File: src/rtl/mips_pkg.sv
`default_nettype none
// ============================================================================
// Package  : mips_pkg
// Brief    : Shared encodings for the multi-cycle MIPS sequencer: opcodes,
//            ALU operation / operand-B / PC-source mux codes and the sequencer
//            state enum.
// Config   : MULTICYCLE_CONTROL_ADDI_EN adds the ADDIEX/ADDIWB states and
//            makes opcode 001000 a supported instruction.
// Revision : 1.0 - initial release
// ============================================================================
package mips_pkg;

    // Primary opcode field instr[31:26]
    localparam logic [5:0] OP_RTYPE = 6'b000000;
    localparam logic [5:0] OP_LW    = 6'b100011;
    localparam logic [5:0] OP_SW    = 6'b101011;
    localparam logic [5:0] OP_BEQ   = 6'b000100;
    localparam logic [5:0] OP_ADDI  = 6'b001000;
    localparam logic [5:0] OP_J     = 6'b000010;

    // ALU operation select
    localparam logic [1:0] ALUOP_FUNCT = 2'b00;
    localparam logic [1:0] ALUOP_SUB   = 2'b01;
    localparam logic [1:0] ALUOP_ADD   = 2'b11;

    // ALU operand B select
    localparam logic [1:0] ALUSRCB_RT    = 2'b00;
    localparam logic [1:0] ALUSRCB_FOUR  = 2'b01;
    localparam logic [1:0] ALUSRCB_IMM   = 2'b10;
    localparam logic [1:0] ALUSRCB_IMMSH = 2'b11;

    // PC source select
    localparam logic [1:0] PCSRC_ALU    = 2'b00;
    localparam logic [1:0] PCSRC_ALUOUT = 2'b01;
    localparam logic [1:0] PCSRC_JUMP   = 2'b10;

`ifdef MULTICYCLE_CONTROL_ADDI_EN
    localparam bit ADDI_ENABLED = 1'b1;
`else
    localparam bit ADDI_ENABLED = 1'b0;
`endif

    // Sequencer states; the addi pair only exists when the feature is built in
    typedef enum logic [3:0] {
        FETCH   = 4'd0,
        DECODE  = 4'd1,
        MEMADR  = 4'd2,
        MEMRD   = 4'd3,
        MEMWB   = 4'd4,
        MEMWR   = 4'd5,
        RTYPEEX = 4'd6,
        RTYPEWB = 4'd7,
        BEQEX   = 4'd8,
        JEX     = 4'd9
`ifdef MULTICYCLE_CONTROL_ADDI_EN
        ,
        ADDIEX  = 4'd10,
        ADDIWB  = 4'd11
`endif
    } mc_state_t;

    // True when DECODE has somewhere to dispatch this opcode
    function automatic logic isLegalOp(input logic [5:0] op);
        return (op == OP_LW) || (op == OP_SW) || (op == OP_RTYPE) ||
               (op == OP_BEQ) || (op == OP_J) ||
               (ADDI_ENABLED && (op == OP_ADDI));
    endfunction

endpackage
`default_nettype wire

File: src/rtl/multicycle_control_outdec.sv
`default_nettype none
// ============================================================================
// Module   : multicycle_control_outdec
// Brief    : Combinational control-output decode for the multi-cycle MIPS
//            sequencer. Moore decode of the state, plus the few outputs that
//            also look at memReady, zero or opcode in the same cycle.
// Config   : MULTICYCLE_CONTROL_ADDI_EN enables decode of ADDIEX/ADDIWB.
// Revision : 1.0 - initial release
// ============================================================================
module multicycle_control_outdec
    import mips_pkg::*;
(
    input  mc_state_t   state,
    input  logic        memReady,
    input  logic        zero,
    input  logic [5:0]  opcode,
    output logic        memRead,
    output logic        memWrite,
    output logic        iOrD,
    output logic        irWrite,
    output logic        pcEn,
    output logic [1:0]  pcSrc,
    output logic        regDst,
    output logic        memToReg,
    output logic        regWrite,
    output logic        aluSrcA,
    output logic [1:0]  aluSrcB,
    output logic [1:0]  aluOp,
    output logic        instrDone,
    output logic        illegalOp
);

    logic w_pcWrite;
    logic w_branch;

    // Per-state control decode; everything not named for a state stays 0
    always_comb begin
        memRead   = 1'b0;
        memWrite  = 1'b0;
        iOrD      = 1'b0;
        irWrite   = 1'b0;
        pcSrc     = PCSRC_ALU;
        regDst    = 1'b0;
        memToReg  = 1'b0;
        regWrite  = 1'b0;
        aluSrcA   = 1'b0;
        aluSrcB   = ALUSRCB_RT;
        aluOp     = ALUOP_FUNCT;
        instrDone = 1'b0;
        illegalOp = 1'b0;
        w_pcWrite = 1'b0;
        w_branch  = 1'b0;
        case (state)
            FETCH: begin
                // PC+4 computed in parallel with the instruction read
                memRead   = 1'b1;
                aluSrcB   = ALUSRCB_FOUR;
                aluOp     = ALUOP_ADD;
                pcSrc     = PCSRC_ALU;
                irWrite   = memReady;
                w_pcWrite = memReady;
            end
            DECODE: begin
                // Branch target precomputed into ALUOut while decoding
                aluSrcB   = ALUSRCB_IMMSH;
                aluOp     = ALUOP_ADD;
                illegalOp = !isLegalOp(opcode);
                instrDone = !isLegalOp(opcode);
            end
            MEMADR: begin
                aluSrcA = 1'b1;
                aluSrcB = ALUSRCB_IMM;
                aluOp   = ALUOP_ADD;
            end
            MEMRD: begin
                iOrD    = 1'b1;
                memRead = 1'b1;
            end
            MEMWB: begin
                regWrite  = 1'b1;
                memToReg  = 1'b1;
                instrDone = 1'b1;
            end
            MEMWR: begin
                iOrD      = 1'b1;
                memWrite  = 1'b1;
                instrDone = memReady;
            end
            RTYPEEX: begin
                aluSrcA = 1'b1;
                aluSrcB = ALUSRCB_RT;
                aluOp   = ALUOP_FUNCT;
            end
            RTYPEWB: begin
                regWrite  = 1'b1;
                regDst    = 1'b1;
                instrDone = 1'b1;
            end
            BEQEX: begin
                aluSrcA   = 1'b1;
                aluSrcB   = ALUSRCB_RT;
                aluOp     = ALUOP_SUB;
                w_branch  = 1'b1;
                pcSrc     = PCSRC_ALUOUT;
                instrDone = 1'b1;
            end
            JEX: begin
                pcSrc     = PCSRC_JUMP;
                w_pcWrite = 1'b1;
                instrDone = 1'b1;
            end
`ifdef MULTICYCLE_CONTROL_ADDI_EN
            ADDIEX: begin
                aluSrcA = 1'b1;
                aluSrcB = ALUSRCB_IMM;
                aluOp   = ALUOP_ADD;
            end
            ADDIWB: begin
                regWrite  = 1'b1;
                instrDone = 1'b1;
            end
`endif
            default: begin
            end
        endcase
    end

    // Conditional branch resolves from the live zero flag
    assign pcEn = w_pcWrite | (w_branch & zero);

endmodule
`default_nettype wire

File: src/rtl/multicycle_control.sv
`default_nettype none
// ============================================================================
// Module   : multicycle_control
// Brief    : Multi-cycle MIPS control sequencer. Holds the state register and
//            next-state logic, delegates output decode to the outdec
//            sub-module and forces every output low while reset is high.
// Config   : MULTICYCLE_CONTROL_ADDI_EN - when defined, opcode 001000 runs
//            as addi (ADDIEX/ADDIWB); otherwise it is reported as illegal.
// Revision : 1.0 - initial release
// ============================================================================
module multicycle_control
    import mips_pkg::*;
(
    input  logic        clk,
    input  logic        reset,
    input  logic [5:0]  opcode,
    input  logic        zero,
    input  logic        memReady,
    output logic        memRead,
    output logic        memWrite,
    output logic        iOrD,
    output logic        irWrite,
    output logic        pcEn,
    output logic [1:0]  pcSrc,
    output logic        regDst,
    output logic        memToReg,
    output logic        regWrite,
    output logic        aluSrcA,
    output logic [1:0]  aluSrcB,
    output logic [1:0]  aluOp,
    output logic        instrDone,
    output logic        illegalOp
);

    mc_state_t   r_state;
    mc_state_t   w_nextState;

    logic        w_memRead;
    logic        w_memWrite;
    logic        w_iOrD;
    logic        w_irWrite;
    logic        w_pcEn;
    logic [1:0]  w_pcSrc;
    logic        w_regDst;
    logic        w_memToReg;
    logic        w_regWrite;
    logic        w_aluSrcA;
    logic [1:0]  w_aluSrcB;
    logic [1:0]  w_aluOp;
    logic        w_instrDone;
    logic        w_illegalOp;

    // State register; reset abandons any instruction and restarts at FETCH
    always_ff @(posedge clk) begin
        if (reset) begin
            r_state <= FETCH;
        end else begin
            r_state <= w_nextState;
        end
    end

    // Next-state: memory states hold until memReady, opcode steers dispatch
    always_comb begin
        w_nextState = r_state;
        case (r_state)
            FETCH:   if (memReady) w_nextState = DECODE;
            DECODE: begin
                case (opcode)
                    OP_LW, OP_SW: w_nextState = MEMADR;
                    OP_RTYPE:     w_nextState = RTYPEEX;
                    OP_BEQ:       w_nextState = BEQEX;
`ifdef MULTICYCLE_CONTROL_ADDI_EN
                    OP_ADDI:      w_nextState = ADDIEX;
`endif
                    OP_J:         w_nextState = JEX;
                    default:      w_nextState = FETCH;
                endcase
            end
            MEMADR:  w_nextState = (opcode == OP_LW) ? MEMRD : MEMWR;
            MEMRD:   if (memReady) w_nextState = MEMWB;
            MEMWB:   w_nextState = FETCH;
            MEMWR:   if (memReady) w_nextState = FETCH;
            RTYPEEX: w_nextState = RTYPEWB;
            RTYPEWB: w_nextState = FETCH;
            BEQEX:   w_nextState = FETCH;
            JEX:     w_nextState = FETCH;
`ifdef MULTICYCLE_CONTROL_ADDI_EN
            ADDIEX:  w_nextState = ADDIWB;
            ADDIWB:  w_nextState = FETCH;
`endif
            default: w_nextState = FETCH;
        endcase
    end

    multicycle_control_outdec u_outdec (
        .state     (r_state),
        .memReady  (memReady),
        .zero      (zero),
        .opcode    (opcode),
        .memRead   (w_memRead),
        .memWrite  (w_memWrite),
        .iOrD      (w_iOrD),
        .irWrite   (w_irWrite),
        .pcEn      (w_pcEn),
        .pcSrc     (w_pcSrc),
        .regDst    (w_regDst),
        .memToReg  (w_memToReg),
        .regWrite  (w_regWrite),
        .aluSrcA   (w_aluSrcA),
        .aluSrcB   (w_aluSrcB),
        .aluOp     (w_aluOp),
        .instrDone (w_instrDone),
        .illegalOp (w_illegalOp)
    );

    // Reset gates every output low in the same cycle, so no write strobe
    // can escape while the state register is being reloaded
    assign memRead   = w_memRead   & ~reset;
    assign memWrite  = w_memWrite  & ~reset;
    assign iOrD      = w_iOrD      & ~reset;
    assign irWrite   = w_irWrite   & ~reset;
    assign pcEn      = w_pcEn      & ~reset;
    assign pcSrc     = reset ? 2'b00 : w_pcSrc;
    assign regDst    = w_regDst    & ~reset;
    assign memToReg  = w_memToReg  & ~reset;
    assign regWrite  = w_regWrite  & ~reset;
    assign aluSrcA   = w_aluSrcA   & ~reset;
    assign aluSrcB   = reset ? 2'b00 : w_aluSrcB;
    assign aluOp     = reset ? 2'b00 : w_aluOp;
    assign instrDone = w_instrDone & ~reset;
    assign illegalOp = w_illegalOp & ~reset;

endmodule
`default_nettype wire
File: config.mk
export PLATFORM = sky130hd
export DESIGN_NAME = multicycle_control
export DESIGN_NICKNAME = d
export VERILOG_FILES = /design/src/rtl/mips_pkg.sv /design/src/rtl/multicycle_control_outdec.sv /design/src/rtl/multicycle_control.sv
export SDC_FILE = /design/constraint.sdc
export NUM_CORES = 1
export LEC_CHECK = 0
export CAP_MARGIN = 30
export CORE_MARGIN = 10
export CORE_UTILIZATION = 42
export DETAILED_ROUTE_END_ITERATION = 8
export GPL_ROUTABILITY_DRIVEN = 1
export PLACE_DENSITY = 0.78
export SYNTH_ARGS = -nofsm -noshare
export SYNTH_HDL_FRONTEND = slang
export SYNTH_HIERARCHICAL = 1
export SYNTH_SLANG_ARGS = --single-unit
File: constraint.sdc
create_clock -name clk -period 1.7 [get_ports clk]
set_input_delay 0.34 -clock clk [delete_from_list [all_inputs] [get_ports clk]]
set_output_delay 0.34 -clock clk [all_outputs]
set_load 0.05 [all_outputs]
==> metrics.txt, run 1 <==
status did not finish; last step reached 4_1_cts; First Err [ERROR DPL-0038] Utilization greater than 100%, impossible to legalize; Synth Register Bits 4; setup repair bufs after CTS 5; number of standard-cell rows in the floorplan 14; post-cts sizing count 40; Cells after Synth 96; Net Count, Synth 106; chip width 59.9 um; number of flops mapped to enable cells by yosys 0; IO Pins 27; setup slack at placement -581 ps; final weighted congestion of routability-driven global placement 0.968; cell at the root of the clock tree clkbuf_4; synthesized area per cell 6.96 um^2; Seq/Total Area, Yosys 0.120; number of clock sinks 4; count of port buffers added during placement 26; number of H-tree levels 1; warning count from the yosys run 6; hold-fix buffer count after cts 0; Synth Cell Area 668 um^2; chip height 59.9 um; distinct cell type count of the synthesized netlist 40; Async SR Flop Fraction 0; dpl hpwl 2.19 mm; starting density of the core 0.444; number of buffers added by the clock tree synthesis step 3; maximum clock insertion buffer count 2; most common flop cell mapped by yosys dfxtp_1
[cells in the mapped netlist (2+ instances only)]
master    number  share of area
nand2_1        3          0.017
xnor2_1        2          0.026
nor3_1         4          0.030
nand2b_1       2          0.019
buf_2          2          0.015
nor2b_1       19           0.18
inv_1          4          0.022
o21ai_0        6          0.045
xor2_1         2          0.026
nor2_1         9          0.051
and3_1         4          0.037
dfxtp_1        4           0.12
nor3b_1        3          0.034
clkbuf_1       2          0.011
a21oi_1        2          0.015
nor4_1         4          0.037
[through the flow]
step / TNS [ps] / util / cells / cell area, um^2 / hold WS, ps
floorplan: -162 / - / 96 / 741 / 416
global placement: -1550 / 0.891 / 157 / 1340 / 702
detailed placement: -2260 / 0.891 / 157 / 1340 / 737
[kinds of logic after synthesis]
kind of cell / count (synthesis) / share of synthesized area
simple gates: 59 / 0.539
compound gates: 17 / 0.182
buf+inv: 10 / 0.0768
xor+xnor: 4 / 0.0524
flops: 4 / 0.120
mux: 1 / 0.0150
fa+ha+maj: 1 / 0.0150
==> run 2, diff against run 1 <==
Settings changed: CORE_AREA set to 10 10 71 73, CORE_MARGIN 10 to unset, CORE_UTILIZATION 42 to unset, DIE_AREA set to 0 0 81 83, PLACE_DENSITY 0.78 to unset, PLACE_DENSITY_LB_ADDON set to 0.15.
==> metrics.txt, run 2 <==
sort of element at the end of the critical path output pin; cell at the root of the clock tree clkbuf_8 (was clkbuf_4); most common cell after layout, fill and taps aside buf_4; total power consumption of the routed design 600 uW; Synth Area in Simple Gates 0.539 (unchanged); largest vdd supply drop 277 uV; total of max-cap violations 0; clock tree from TritonCTS yes; count of fill cells added during filler insertion 378; number of hold violations in the final report 0; Net Count, Synth 106 (unchanged); setup skew after layout 4.10 ps; largest registers r_state x4; Worst Hold Slack 464 ps; path class of the lowest-slack min-delay path in2reg; average wire per standard cell 13.2 um; initial antenna violation count 0; clk slew on worst S/H paths 30 ps; biggest area contributors in the synthesized netlist nor2b_1, dfxtp_1, nor2_1 (unchanged); proportion of layout cells with a drive suffix above 1 0.641; remaining max-slew budget at the tightest pin 0.782; crit path setup slack, layout -131 ps; crit path DAT 1490 ps; dpl hpwl 1.91 mm (was 2.19 mm); number of clock sinks 4 (unchanged); total power per unit cell area 362 mW/mm^2; count of placed standard cells including taps 188 (was 157); Synth Cell Area 668 um^2 (unchanged); final clock period utilization by the worst path 1.08; cell accounting for the most synthesized area nor2b_1 (unchanged); count of routing violations after the opening detailed-route iteration 74; violations in the final reports negative setup slack; startpoint class of the critical path register; Cells after Synth 96 (unchanged); Synth Area in Compound Gates 0.182 (unchanged); IO Pins 27 (unchanged); Area after DPL 0.00138 mm^2 (was 0.00134 mm^2); starting density of the core 0.184 (was 0.444); Min Clock Period, post-route 1830 ps; Worst-Skew Late Latency 220 ps; P&R area growth vs syn 148%; area of the die 0.00672 mm^2; post-synthesis mux area share 0.0150 (unchanged); overall fraction of global-route tracks in use 0.0760; chip height 83 um (was 59.9 um); maximum clock insertion buffer count 2 (unchanged); antenna viol nets, final 0; number of max-slew violations in the final report 0; share of the synthesized area in the top cell type 0.178 (unchanged); Core Area 0.00363 mm^2; transition at the pin with the smallest max-transition slack 328 ps; delay of the slowest cell on the worst path 410 ps; maximum clock frequency 546 MHz; Async SR Flop Fraction 0 (unchanged); via count of the first global-routing pass 959; cell family contributing the most delay on the critical path simple AND/OR/NAND/NOR gates; count of buffering cells on the critical path with inverters included 1; status finished, violations left (was did not finish); Setup-failing EPs final 12; cells traversed along the worst timing path or3b_4 -> o311ai_2 -> a31o_1 -> nor2b_4 -> buf_6; count of port buffers added during placement 26 (unchanged); maximum number of pins on one net before global-route repair 17; Final Cell Area 0.00166 mm^2; final weighted congestion of routability-driven global placement 0.812 (was 0.968); Synth Register Bits 4 (unchanged); number of buffers added by the clock tree synthesis step 3 (unchanged); first-pass GRT wire length 4.35 mm; number of standard-cell rows in the floorplan 22 (was 14); net count of the finished layout 165; worst reg-to-reg setup slack 70 ps; register ranked first by flip-flop count r_state; count of TritonRoute iterations in the first routing pass 4; detailed-route vias per instance 4.45; chip width 81 um (was 59.9 um); synthesized area per cell 6.96 um^2 (unchanged); Max stage delay cell, worst path or3b_4; area share of fa/ha/maj cells after synthesis 0.0150 (unchanged); warning count from the yosys run 6 (unchanged); commonest cells in the netlist nor2b_1, nor2_1, o21ai_0 (unchanged); leak pwr 0.682 nW; setup repair after global routing missed its margin true; commonest cells after routing, fill and taps aside buf_4, buf_12, buf_6; routed wire length 2.66 mm; residual overflow from global routing 0; Seq/Total Area, Yosys 0.120 (unchanged); top-count cell post-synth nor2b_1 (unchanged); DRC Markers 0; max reg flops 4; Setup CP Type reg2out; largest family of logic cells by synthesized area simple AND/OR/NAND/NOR gates (unchanged); distinct cell type count of the synthesized netlist 40 (unchanged); xor-xnor portion of the synthesized cell area 0.0524 (unchanged); top fanout value on the critical path 5; number of flops mapped to enable cells by yosys 0 (unchanged); Non-Filler Instances 201; antenna diode count 0; most common flop cell mapped by yosys dfxtp_1 (unchanged); Util after Layout 0.456; number of H-tree levels 1 (unchanged); data required time at the worst endpoint 1360 ps; via count of the routed design 894
-- run 2: layout make-up --
class / count / area, um^2 / area share
clock buffer: 3 / 41.3 / 0.0249
inverter: 4 / 15.0 / 0.00906
multi-input combinational: 82 / 722 / 0.435
sequential: 4 / 92.6 / 0.0558
tap: 48 / 60.1 / 0.0362
timing repair buffer: 60 / 727 / 0.438
-- run 2: power by group --
group | switching [mW] | internal, mW | total (mW)
registers | 0.00324 | 0.0940 | 0.0972
clock network | 0.0462 | 0.151 | 0.197
logic | 0.143 | 0.162 | 0.306
total | 0.193 | 0.407 | 0.600
-- run 2: final timing paths --
kind         startpoint         end  cells after the start
min reg2reg  r_state[1]  r_state[1]                      3
max          r_state[3]   instrDone                      5
max reg2reg  r_state[1]  r_state[2]                      5
min           opcode[3]  r_state[3]                      3
-- run 2: cells by family (layout without fill, tap and decap cells) --
logic type / after synthesis / count (layout)
flops: 4 / 4
compound gates: 17 / 17
buf+inv: 10 / 67
fa+ha+maj: 1 / 1
xor+xnor: 4 / 4
simple gates: 59 / 59
mux: 1 / 1
-- run 2: through the flow --
step                setup TNS [ps]  setup WS [ps]
floorplan                     -162           -162
global placement             -1630           -522
detailed placement           -1630           -492
CTS                           -905           -136
global route                 -1700           -176
finish                        -686           -131
-- run 2: routing by layer --
metal | wire [um] | GRT usage | up-vias
met2 | 1350 | 0.135 | 18
li1 | - | - | 459
met1 | 1180 | 0.0832 | 415
met5 | 0 | 0 | -
met4 | 6 | 0.0188 | 0
met3 | 120 | 0.0248 | 2
-- run 2: worst reg2reg max path: stages, from the launching register on --
cell	delay (ps)
dfxtp_4	360
buf_4	170
nor4b_4	320
nand2_1	100
or4_1	430
a21oi_1	160
-- run 2: what timing repair did --
item                       in CTS  in global routing
setup endpoints to repair      18                 17
pin swaps                       8                  3
buffers inserted                7                  3
cloned                          0                  0
hold buffers                    0                  0
gates resized for setup        55                 16
(Power assumes the default switching activity.)
==> run 3, diff against run 2 <==
Settings changed: CORE_AREA 10 10 71 73 to 2 2 63 65, DIE_AREA 0 0 81 83 to 0 0 65 67, SYNTH_HIERARCHICAL 1 to unset.
==> metrics.txt, run 3 <==
Area after DPL 0.00127 mm^2 (was 0.00138 mm^2); biggest area contributors in the synthesized netlist dfxtp_1, nor2_1, nor2_4 (was nor2b_1, dfxtp_1, nor2_1); count of routing violations after the opening detailed-route iteration 22 (was 74); via count of the first global-routing pass 798 (was 959); Synth Area in Compound Gates 0.243 (was 0.182); met1 capacity usage during global routing 0.102 (was 0.0832); data required time at the worst endpoint 1360 ps (about the same); violations in the final reports negative setup slack (unchanged); number of buffers added by the clock tree synthesis step 3 (unchanged); dpl hpwl 1.73 mm (was 1.91 mm); maximum clock insertion buffer count 2 (unchanged); count of TritonRoute iterations in the first routing pass 2 (was 4); Min Clock Period, post-route 1820 ps (was 1830 ps); final clock period utilization by the worst path 1.07 (was 1.08); clk slew on worst S/H paths 30 ps (about the same); total power consumption of the routed design 665 uW (was 600 uW); commonest cells in the netlist nor2_1, dfxtp_1, nor3_1, o21ai_0 (was nor2b_1, nor2_1, o21ai_0); post-synthesis mux area share 0.0393 (was 0.0150); net count of the finished layout 143 (was 165); total of max-cap violations 0 (unchanged); warning count from the yosys run 0 (was 6); setup skew after layout 2.85 ps (was 4.10 ps); max reg flops 4 (unchanged); Worst-Skew Late Latency 220 ps (about the same); Setup-failing EPs final 9 (was 12); Net Count, Synth 79 (was 106); Util after Layout 0.414 (was 0.456); Total Negative Setup Slacks -672 ps (was -686 ps); share of the synthesized area in the top cell type 0.157 (was 0.178); DRC Markers 0 (unchanged); Synth Register Bits 4 (unchanged); status finished, violations left (unchanged); Non-Filler Instances 179 (was 201); residual overflow from global routing 0 (unchanged); leak pwr 0.606 nW (was 0.682 nW); internal power component 433 uW (was 407 uW); routing layer with the top usage in global route met2 (unchanged); Synth Cell Area 509 um^2 (was 668 um^2); setup repair after global routing missed its margin true (unchanged); count of port buffers added during placement 26 (unchanged); crit path DAT 1480 ps (was 1490 ps); Core Area 0.00361 mm^2 (was 0.00363 mm^2); proportion of layout cells with a drive suffix above 1 0.702 (was 0.641); distinct cell type count of the synthesized netlist 37 (was 40); cell at the root of the clock tree clkbuf_8 (unchanged); maximum clock frequency 550 MHz (was 546 MHz); cell accounting for the most synthesized area dfxtp_1 (was nor2b_1); initial antenna violation count 0 (unchanged); transition at the pin with the smallest max-transition slack 316 ps (was 328 ps); antenna diode count 0 (unchanged); average wire per standard cell 11.8 um (was 13.2 um); maximum number of pins on one net before global-route repair 8 (was 17); remaining max-slew budget at the tightest pin 0.787 (was 0.782); setup slack at placement -439 ps (was -492 ps); starting density of the core 0.141 (was 0.184); antenna viol nets, final 0 (unchanged); path class of the lowest-slack min-delay path in2reg (unchanged); Global Route met3 Usage 0.0405 (was 0.0248); most common flop cell mapped by yosys dfxtp_1 (unchanged); register ranked first by flip-flop count r_state (unchanged); clock tree from TritonCTS yes (unchanged); Async SR Flop Fraction 0 (unchanged); largest vdd supply drop 323 uV (was 277 uV); number of hold violations in the final report 0 (unchanged); chip height 67 um (was 83 um); routing usage on met2 0.211 (was 0.135); Final Cell Area 0.00149 mm^2 (was 0.00166 mm^2); portion of total power attributed to sequential cells 0.158 (was 0.162); top-count cell post-synth nor2_1 (was nor2b_1); count of placed standard cells including taps 170 (was 188); Cells after Synth 69 (was 96); first-pass GRT wire length 3.51 mm (was 4.35 mm); number of clock sinks 4 (unchanged); most common cell after layout, fill and taps aside buf_4 (unchanged); routed wire length 2.12 mm (was 2.66 mm); sort of element at the end of the critical path output pin (unchanged); area of the die 0.00436 mm^2 (was 0.00672 mm^2); synthesized area per cell 7.38 um^2 (was 6.96 um^2); Seq/Total Area, Yosys 0.157 (was 0.120); largest registers r_state x4 (unchanged); sw frac 0.349 (was 0.321); largest family of logic cells by synthesized area simple AND/OR/NAND/NOR gates (unchanged); total power per unit cell area 445 mW/mm^2 (was 362 mW/mm^2); Worst Hold Slack 546 ps (was 464 ps); Setup CP Type reg2out (unchanged); final weighted congestion of routability-driven global placement 0.771 (was 0.812); number of H-tree levels 1 (unchanged); startpoint class of the critical path register (unchanged); net switching power 232 uW (was 193 uW); Synth Area in Simple Gates 0.423 (was 0.539); number of standard-cell rows in the floorplan 22 (unchanged); crit path setup slack, layout -120 ps (was -131 ps); area share of fa/ha/maj cells after synthesis 0 (was 0.0150); IO Pins 27 (unchanged); overall fraction of global-route tracks in use 0.105 (was 0.0760); number of flops mapped to enable cells by yosys 0 (unchanged); P&R area growth vs syn 193% (was 148%); part of the power in the clock network 0.304 (was 0.328); detailed-route vias per instance 4.26 (was 4.45); combinational share of power 0.538 (was 0.510); via count of the routed design 763 (was 894); xor-xnor portion of the synthesized cell area 0.0663 (was 0.0524); commonest cells after routing, fill and taps aside buf_4, buf_12, buf_6 (unchanged); hold-fix buffer count after cts 0 (unchanged); chip width 65 um (was 81 um); top fanout value on the critical path 3 (was 5); number of max-slew violations in the final report 0 (unchanged)
## run 3: worst paths after layout
check	startpoint	endpoint	slack [ps]	cells past startpoint
worst max-delay path	r_state[3]	pcEn	-120	5
worst min-delay path	opcode[0]	r_state[3]	550	4
worst max register to register	r_state[1]	r_state[2]	290	6
worst min register to register	r_state[0]	r_state[2]	680	3
## run 3: power by group through the flow
stage                     combinational (mW)  sequential, mW  clock, mW
after floorplan                        0.148           0.105          0
after global placement                 0.321           0.106          0
after detailed placement               0.322           0.106          0
after CTS                              0.344           0.106      0.208
after global routing                   0.379           0.106      0.215
final                                  0.358           0.105      0.202
## run 3: cell type report
class	instances	area, um^2
Fill cell	373	2110
Timing Repair Buffer	63	726
Multi-Input combinational cell	58	564
Sequential cell	4	90.1
Tap cell	48	60.1
Clock buffer	3	41.3
Inverter	3	11.3
## run 3: kinds of logic (layout without fill, tap and decap cells)
family / after synthesis / count (layout)
compound gates: 17 / 17
mux: 2 / 2
simple gates: 36 / 36
xor+xnor: 3 / 3
flops: 4 / 4
buf+inv: 7 / 69
## run 3: critical path: stages, from the launching register on
cell	delay, ps
dfxtp_2	310
or3_4	400
nor2_4	100
and3_4	180
o21bai_4	120
buf_12	150
## run 3: routing by layer
layer	routed length, um	part of all wire	up-vias
met1	780	0.37	372
met5	0	0	-
met3	107	0.050	0
met4	0	0	0
met2	1230	0.58	16
li1	-	-	375
## run 3: timing repair
item                                    4_1_cts  5_1_grt
setup buffers                                 4        4
endpoints found under the setup margin       18       15
cloned                                        0        0
gates resized for setup                      32       18
pin swaps                                    10        7
hold endpoints to repair                      0        0
==> run 4, diff against run 3 <==
Settings changed: CAP_MARGIN 30 to 20, DONT_BUFFER_PORTS set to 1.
==> metrics.txt, run 4 (synthesis results as in run 3) <==
chip height 67 um (unchanged); crit path DAT 1430 ps (was 1480 ps); Non-Filler Instances 147 (was 179); count of TritonRoute iterations in the first routing pass 4 (was 2); count of routing violations after the opening detailed-route iteration 10 (was 22); final weighted congestion of routability-driven global placement 0.795 (was 0.771); largest registers r_state x4 (unchanged); IO Pins 27 (unchanged); Setup CP Type reg2out (unchanged); number of max-slew violations in the final report 0 (unchanged); via count of the first global-routing pass 644 (was 798); final clock period utilization by the worst path 1.04 (was 1.07); cells traversed along the worst timing path or3_4 -> nor2_4 -> and3_4 -> o21bai_4 (was or3_4 -> nor2_4 -> and3_4 -> o21bai_4 -> buf_12); antenna viol nets, final 0 (unchanged); Setup-failing EPs final 5 (was 9); commonest cells after routing, fill and taps aside buf_4, buf_6, nor2_4 (was buf_4, buf_12, buf_6); max reg flops 4 (unchanged); top fanout value on the critical path 4 (was 3); Final Cell Area 0.00105 mm^2 (was 0.00149 mm^2); proportion of layout cells with a drive suffix above 1 0.636 (was 0.702); setup repair after global routing missed its margin true (unchanged); via count of the routed design 626 (was 763); average wire per standard cell 12.7 um (was 11.8 um); total of max-cap violations 0 (unchanged); starting density of the core 0.141 (unchanged); delay of the slowest cell on the worst path 410 ps (was 400 ps); sort of element at the end of the critical path output pin (unchanged); number of standard-cell rows in the floorplan 22 (unchanged); number of buffers added by the clock tree synthesis step 3 (unchanged); cell family contributing the most delay on the critical path simple AND/OR/NAND/NOR gates (unchanged); violations in the final reports negative setup slack (unchanged); total power per unit cell area 512 mW/mm^2 (was 445 mW/mm^2); status finished, violations left (unchanged); routed wire length 1.86 mm (was 2.12 mm); Core Area 0.00361 mm^2 (unchanged); count of fill cells added during filler insertion 390 (was 373); dpl hpwl 1.41 mm (was 1.73 mm); overall fraction of global-route tracks in use 0.0911 (was 0.105); cell at the root of the clock tree clkbuf_8 (unchanged); maximum clock frequency 565 MHz (was 550 MHz); DRC Markers 0 (unchanged); Min Clock Period, post-route 1770 ps (was 1820 ps); setup skew after layout 4.74 ps (was 2.85 ps); chip width 65 um (unchanged); Worst-Skew Late Latency 220 ps (about the same); total power consumption of the routed design 538 uW (was 665 uW); largest vdd supply drop 143 uV (was 323 uV); setup slack at placement 21.6 ps (was -439 ps); leak pwr 0.399 nW (was 0.606 nW); first-pass GRT wire length 2.99 mm (was 3.51 mm); clk slew on worst S/H paths 30 ps (about the same); P&R area growth vs syn 106% (was 193%); maximum number of pins on one net before global-route repair 10 (was 8); number of H-tree levels 1 (unchanged); hold-fix buffer count after cts 0 (unchanged); register ranked first by flip-flop count r_state (unchanged); Area after DPL 866 um^2 (was 0.00127 mm^2); Util after Layout 0.291 (was 0.414); crit path setup slack, layout -69.3 ps (was -120 ps); path class of the lowest-slack min-delay path in2reg (unchanged); startpoint class of the critical path register (unchanged); count of port buffers added during placement 0 (was 26); detailed-route vias per instance 4.26 (about the same); transition at the pin with the smallest max-transition slack 362 ps (was 316 ps); Max stage delay cell, worst path or3_4 (unchanged); maximum clock insertion buffer count 2 (unchanged); count of buffering cells on the critical path with inverters included 0 (was 1); antenna diode count 0 (unchanged); net count of the finished layout 111 (was 143); clock tree from TritonCTS yes (unchanged); residual overflow from global routing 0 (unchanged); area of the die 0.00436 mm^2 (unchanged); initial antenna violation count 0 (unchanged); number of clock sinks 4 (unchanged); data required time at the worst endpoint 1360 ps (about the same); most common cell after layout, fill and taps aside buf_4 (unchanged); remaining max-slew budget at the tightest pin 0.756 (was 0.787); number of hold violations in the final report 0 (unchanged); count of placed standard cells including taps 139 (was 170)
-- run 4: final timing paths --
kind / start / endpoint / slack, ps / cells after the start
max: r_state[3] / pcEn / -70 / 4
min: opcode[4] / r_state[3] / 180 / 1
max reg2reg: r_state[0] / r_state[2] / 220 / 6
min reg2reg: r_state[0] / r_state[2] / 550 / 2
-- run 4: routing by layer --
metal  track usage  share of wire  vias up
met5             0              0        -
met4        0.0239         0.0086        0
met2         0.166           0.53       16
met3        0.0287          0.057        2
met1         0.102           0.41      296
li1              -              -      312
-- run 4: repair_timing --
action,in CTS,in global routing
buffers inserted,2,3
gates cloned,0,0
endpoints found under the setup margin,14,14
resized for setup,15,14
pin swaps,8,5
-- run 4: report_power, final --
part           internal [mW]  switching, mW  leakage, nW
sequential            0.0980        0.00973       0.0349
clock                  0.151         0.0532       0.0216
combinational         0.0943          0.132        0.342
-- run 4: worst register-to-register path, cell delays in order, from the launching register on --
cell and delay (ps):
dfxtp_4 370, buf_4 170, xor2_4 180, buf_4 150, o221ai_1 230, o32a_1 220
nor2_1 50
-- run 4: final cells by class --
class / count / area (um^2) / area share
multi-input cells: 58 / 515 / 0.490
clock buffers: 3 / 41.3 / 0.0393
flip-flops and latches: 4 / 90.1 / 0.0857
repair buffers: 31 / 333 / 0.317
inverters: 3 / 11.3 / 0.0107
well taps: 48 / 60.1 / 0.0571
-- run 4: per-stage QoR --
stage | hold WS (ps) | TNS (ps)
finish | 183 | -244
detailed placement | 421 | 0
global route | 184 | -603
floorplan | 411 | -1210
global placement | 421 | 0
CTS | 188 | -229
